===== config.mk =====
export PLATFORM = sky130hd
export DESIGN_NAME = sdram_ref_arbiter
export DESIGN_NICKNAME = d
export VERILOG_FILES = /design/src/rtl/sdram_ref_arbiter.sv
export SDC_FILE = /design/constraint.sdc
export NUM_CORES = 1
export LEC_CHECK = 0
export ABC_AREA = 0
export BUFFER_PORTS_ARGS = -buffer_cell sky130_fd_sc_hd__buf_2
export CAP_MARGIN = 20
export CORE_UTILIZATION = 49
export DETAILED_ROUTE_END_ITERATION = 8
export MAX_ROUTING_LAYER = met4
export PLACE_DENSITY = 0.82
export SETUP_SLACK_MARGIN = 0.1
export SYNTH_ARGS = -nofsm -noshare
export SYNTH_HDL_FRONTEND = slang
export SYNTH_SLANG_ARGS = --single-unit

===== constraint.sdc =====
create_clock -name hclk -period 2.16 [get_ports hclk]
set_input_delay 0.216 -clock hclk [delete_from_list [all_inputs] [get_ports hclk]]
set_output_delay 0.216 -clock hclk [all_outputs]
set_load 0.005 [all_outputs]

===== src/rtl/sdram_ref_arbiter.sv =====
// sdram_ref_arbiter: shares the SDRAM command slot between host reads/writes and auto-refresh.
// Define SDRAM_REF_PULLIN_EN to issue early refreshes from idle once half an interval has elapsed.
module sdram_ref_arbiter #(
    parameter int REF_INTERVAL = 780,
    parameter int MAX_POSTPONE = 4
) (
    input  logic                                 hclk,
    input  logic                                 nrst,
    input  logic                                 init_done,
    input  logic                                 host_req,
    input  logic                                 host_we,
    output logic                                 host_grant,
    output logic                                 mc_cmd_valid,
    output logic [1:0]                           mc_cmd_type,
    input  logic                                 mc_ready,
    input  logic                                 mc_done,
    output logic [$clog2(MAX_POSTPONE+1)-1:0]    ref_pending,
    output logic                                 ref_overflow,
    output logic                                 busy_n
);
    localparam int CW = $clog2(REF_INTERVAL);
    localparam int PW = $clog2(MAX_POSTPONE + 1);
    localparam logic [CW-1:0] CNT_LAST = CW'(REF_INTERVAL - 1);
    localparam logic [PW-1:0] PEND_MAX = PW'(MAX_POSTPONE);
    localparam logic [1:0] CMD_NONE  = 2'b00;
    localparam logic [1:0] CMD_READ  = 2'b01;
    localparam logic [1:0] CMD_WRITE = 2'b10;
    localparam logic [1:0] CMD_REF   = 2'b11;

    typedef enum logic [2:0] {IDLE, HOST_ISSUE, HOST_WAIT, REF_ISSUE, REF_WAIT} state_t;

    state_t        state_q, state_d;
    logic [CW-1:0] cnt_q, cnt_d;
    logic [PW-1:0] pend_q, pend_d;
    logic          ovf_q, ovf_d;
    logic          we_q, we_d;
    logic          valid_q, valid_d;
    logic [1:0]    type_q, type_d;
    logic          grant_q, grant_d;
    logic          busy_n_q, busy_n_d;
    logic          accept, ref_accept, owed_accept, pullin_accept, tick;
`ifdef SDRAM_REF_PULLIN_EN
    localparam logic [CW-1:0] CNT_HALF = CW'(REF_INTERVAL / 2);
    logic          pullin_q, pullin_d;
`endif

    // A pulled-in refresh restarts the interval, so it must not also count as a tick.
    always_comb begin
        accept     = valid_q && mc_ready;
        ref_accept = accept && (state_q == REF_ISSUE);
`ifdef SDRAM_REF_PULLIN_EN
        pullin_accept = ref_accept && pullin_q;
`else
        pullin_accept = 1'b0;
`endif
        owed_accept = ref_accept && !pullin_accept;
        tick        = init_done && (cnt_q == CNT_LAST) && !pullin_accept;
    end

    always_comb begin
        cnt_d = cnt_q;
        if (pullin_accept) begin
            cnt_d = '0;
        end else if (init_done) begin
            cnt_d = (cnt_q == CNT_LAST) ? '0 : cnt_q + CW'(1);
        end
        pend_d = pend_q;
        ovf_d  = ovf_q || (tick && (pend_q == PEND_MAX));
        if (tick && !owed_accept && (pend_q != PEND_MAX)) begin
            pend_d = pend_q + PW'(1);
        end else if (owed_accept && !tick) begin
            pend_d = pend_q - PW'(1);
        end
    end

    always_comb begin
        state_d = state_q;
        we_d    = we_q;
`ifdef SDRAM_REF_PULLIN_EN
        pullin_d = pullin_q;
`endif
        case (state_q)
            IDLE: begin
                if (init_done) begin
                    if (pend_q == PEND_MAX) begin
                        state_d = REF_ISSUE;
`ifdef SDRAM_REF_PULLIN_EN
                        pullin_d = 1'b0;
`endif
                    end else if (host_req) begin
                        state_d = HOST_ISSUE;
                        we_d    = host_we;
                    end else if (pend_q != '0) begin
                        state_d = REF_ISSUE;
`ifdef SDRAM_REF_PULLIN_EN
                        pullin_d = 1'b0;
                    end else if (cnt_q >= CNT_HALF) begin
                        state_d  = REF_ISSUE;
                        pullin_d = 1'b1;
`endif
                    end
                end
            end
            HOST_ISSUE: if (accept) state_d = HOST_WAIT;
            REF_ISSUE:  if (accept) state_d = REF_WAIT;
            HOST_WAIT,
            REF_WAIT:   if (mc_done) state_d = IDLE;
            default:    state_d = IDLE;
        endcase

        // Outputs are decoded from the next state so they leave the flops aligned with it.
        valid_d = (state_d == HOST_ISSUE) || (state_d == REF_ISSUE);
        case (state_d)
            HOST_ISSUE: type_d = we_d ? CMD_WRITE : CMD_READ;
            REF_ISSUE:  type_d = CMD_REF;
            default:    type_d = CMD_NONE;
        endcase
        grant_d  = accept && (state_q == HOST_ISSUE);
        busy_n_d = (state_d == IDLE);
    end

    always_ff @(posedge hclk or negedge nrst) begin
        if (!nrst) begin
            state_q  <= IDLE;
            cnt_q    <= '0;
            pend_q   <= '0;
            ovf_q    <= 1'b0;
            we_q     <= 1'b0;
            valid_q  <= 1'b0;
            type_q   <= CMD_NONE;
            grant_q  <= 1'b0;
            busy_n_q <= 1'b1;
`ifdef SDRAM_REF_PULLIN_EN
            pullin_q <= 1'b0;
`endif
        end else begin
            state_q  <= state_d;
            cnt_q    <= cnt_d;
            pend_q   <= pend_d;
            ovf_q    <= ovf_d;
            we_q     <= we_d;
            valid_q  <= valid_d;
            type_q   <= type_d;
            grant_q  <= grant_d;
            busy_n_q <= busy_n_d;
`ifdef SDRAM_REF_PULLIN_EN
            pullin_q <= pullin_d;
`endif
        end
    end

    assign host_grant   = grant_q;
    assign mc_cmd_valid = valid_q;
    assign mc_cmd_type  = type_q;
    assign ref_pending  = pend_q;
    assign ref_overflow = ovf_q;
    assign busy_n       = busy_n_q;

endmodule


==> reports/results.txt <==
largest net degree at the start of global routing: 24
Worst-Margin Slew: 0.499 ns
crit path DAT: 2.22 ns
post-synth top area cell: dfrtp_1
Worst-Skew Late Latency: 0.31 ns
Core Box Area: 2210 µm²
Final Cycle Share: 0.929
Total GRT Usage: 0.193
CP endpoint kind: flip-flop
peak fanout along the critical path: 4
# rows: 17
Slew HR: 0.663
Synthesis Warnings: 0
critical path class: reg2reg
hold slack: 0.128 ns
Clock Tree Buf Depth: 2
Syn Nets: 110
clk_skew: 0.00343 ns
Worst Hold Class: in2reg
P_leak: 0.633 nW
met1 WL: 966 µm
H-tree depth: 1
startpoint types: flip-flop
Routed met3 length: 79 µm
diode count: 0
Layout fillers: 187
1st-pass router iterations: 5
synthesized area per cell: 11.3 µm²
# Max-Cap Violations: 0
Post-layout nets: 136
Final Cell Area: 1360 µm²
Die Height: 50.2 µm
die area: 2520 µm²
Cells after DPL: 146
Max IR drop VDD: 0.716 mV
Post-synth ARST share: 1.00
final hold violations: 0
drt initial violations: 18
remaining antenna violation count: 0
RePlAce Congestion: 0.904
Critical Path RT: 2.37 ns
Buffers on Ports: 15
Total Power: 1.63 mW
initial antenna violation count: 0
setup TNS: 0 ns
CTS tree: built
Die Span X: 50.2 µm
DR WL/cell: 13.5 µm
Clock Sink Count: 23
Max Clk Rate: 498 MHz
share of cells above drive strength 1: 0.325
total grt overflow: 0
first-pass GRT wire length: 3.51 mm
Post-Syn Area: 1140 µm²
Via density: 5.62
I/O pin cnt: 16
Synth top area share: 0.483
Cell Pwr Density: 1200 nW/µm²
Final setup viols: 0
min Tclk post-route: 2.01 ns
Synth Register Bits: 23
CTS root buffer: clkbuf_4
drt drc: 0
DRT Wirelength: 2.09 mm
Post-Layout Cell Count: 154
area grow syn2layout: 19.2%
Initial Utilization: 0.515
Primary FF master, synth: dfrtp_1
Detail Placement HPWL: 1.50 mm
Vias: 865
Post-Syn Instances: 101
highest metal used: met4
met2 WL: 1.03 mm
FF-to-FF path depth: 7
hold path cells: 2
status: finished clean
clock transition at the registers of the reported paths: 0.13 ns
Multi-input gate area: 571 µm²
Num CTS Buffers: 3
Yosys cell types: 42
RSZ-0062 raised after global routing: true
Placement Cell Area: 1290 µm²
vias in the first global route: 782
register area: 577 µm²
EDFF count, synth: 0
post-synthesis sequential area ratio: 0.506
Slew Viols, Final: 0
largest cells by area after synthesis: dfrtp_1 48%, xnor2_1 3.8%, xor2_1 3.8%
-- final timing paths --
kind / from / endpoint / slack (ns)
max: cnt_q[1] / ref_pending[2] / 0.15
min: mc_done / state_q[2] / 0.13
max reg2reg: cnt_q[1] / ref_pending[2] / 0.15
min reg2reg: ref_overflow / ref_overflow / 0.47
max in group asynchronous: nrst / busy_n / 1.42
min in group asynchronous: nrst / cnt_q[4] / 0.39
-- repair_timing --
| action | CTS | global route |
|---|---|---|
| pin swaps | 3 | 0 |
| resized for setup | 0 | 1 |
| setup endpoints to repair | 1 | 1 |
| setup buffers | 2 | 1 |
| hold endpoints to repair | 22 | 0 |
| hold buffers | 1 | 0 |
-- worst max-delay path, stage by stage (launching register included) --
cell     delay (ns)
dfrtp_1        0.40
ha_2           0.19
and3_4         0.19
and3_4         0.18
nand3_2        0.08
fa_2           0.37
o31a_1         0.25
a211o_1        0.25
-- registers in the layout (all words and copies together), names as in the netlist --
name,flops
state_q,3
mc_cmd_valid,1
ref_pending,3
busy_n,1
host_grant,1
ref_overflow,1
mc_cmd_type,2
cnt_q,10
we_q,1
-- final cells by class --
cell class | instances | area share
repair buffers | 24 | 0.107
inverters | 1 | 0.00276
well taps | 28 | 0.0258
clock buffers | 3 | 0.0166
clock inverters | 1 | 0.00368
flip-flops and latches | 23 | 0.424
multi-input cells | 74 | 0.420
-- routing by layer --
layer  global-route usage  vias to the layer above
li1                     -                      424
met5                    -                        -
met4               0.0714                        0
met3               0.0273                        2
met2                0.289                       23
met1                0.266                      416
-- cells in the mapped netlist, types with 3 or more instances --
cell,count
nor2_1,9
nand2_1,3
xnor2_1,5
mux2i_1,3
and3_1,6
xor2_1,5
nand4_1,5
a21oi_1,3
dfrtp_1,22
buf_2,3
-- metrics by stage --
stage / worst slack (ns) / util
after floorplan: -0.0143 / -
after global placement: 0.188 / 0.584
after detailed placement: 0.0996 / 0.584
after CTS: 0.126 / 0.608
after global routing: 0.0744 / 0.614
final: 0.154 / 0.614
-- cells by family (layout without fill, tap and decap cells) --
logic type      count (synthesis)  after routing  share of synthesized area
simple gates                   40             40                      0.213
flops                          23             23                      0.506
compound gates                 18             18                      0.120
xor+xnor                       10             10                     0.0768
mux                             4              4                     0.0395
buf+inv                         4             29                     0.0165
fa+ha+maj                       2              2                     0.0285
-- power breakdown --
part / internal (mW) / switching, mW
registers: 0.596 / 0.148
clock network: 0.0691 / 0.129
logic: 0.352 / 0.340
-- cells in the final DEF, fill, tap and decap left out, types with 2 or more instances in the layout --
cell / synthesis / final
nand2_1: 3 / 3
o21ai_0: 2 / 2
mux2i_1: 3 / 3
and3_4: 0 / 2
buf_4: 0 / 8
xor2_1: 5 / 5
and4b_1: 2 / 2
xnor2_1: 5 / 5
nor2_1: 9 / 9
o22ai_1: 2 / 2
dfrtp_1: 22 / 22
clkbuf_4: 0 / 3
nand4_1: 5 / 5
buf_2: 3 / 15
nor3_1: 2 / 2
a21oi_1: 3 / 3
and3_1: 6 / 4
nor2b_1: 2 / 2
Note: power is estimated with default switching activity, not from simulation.
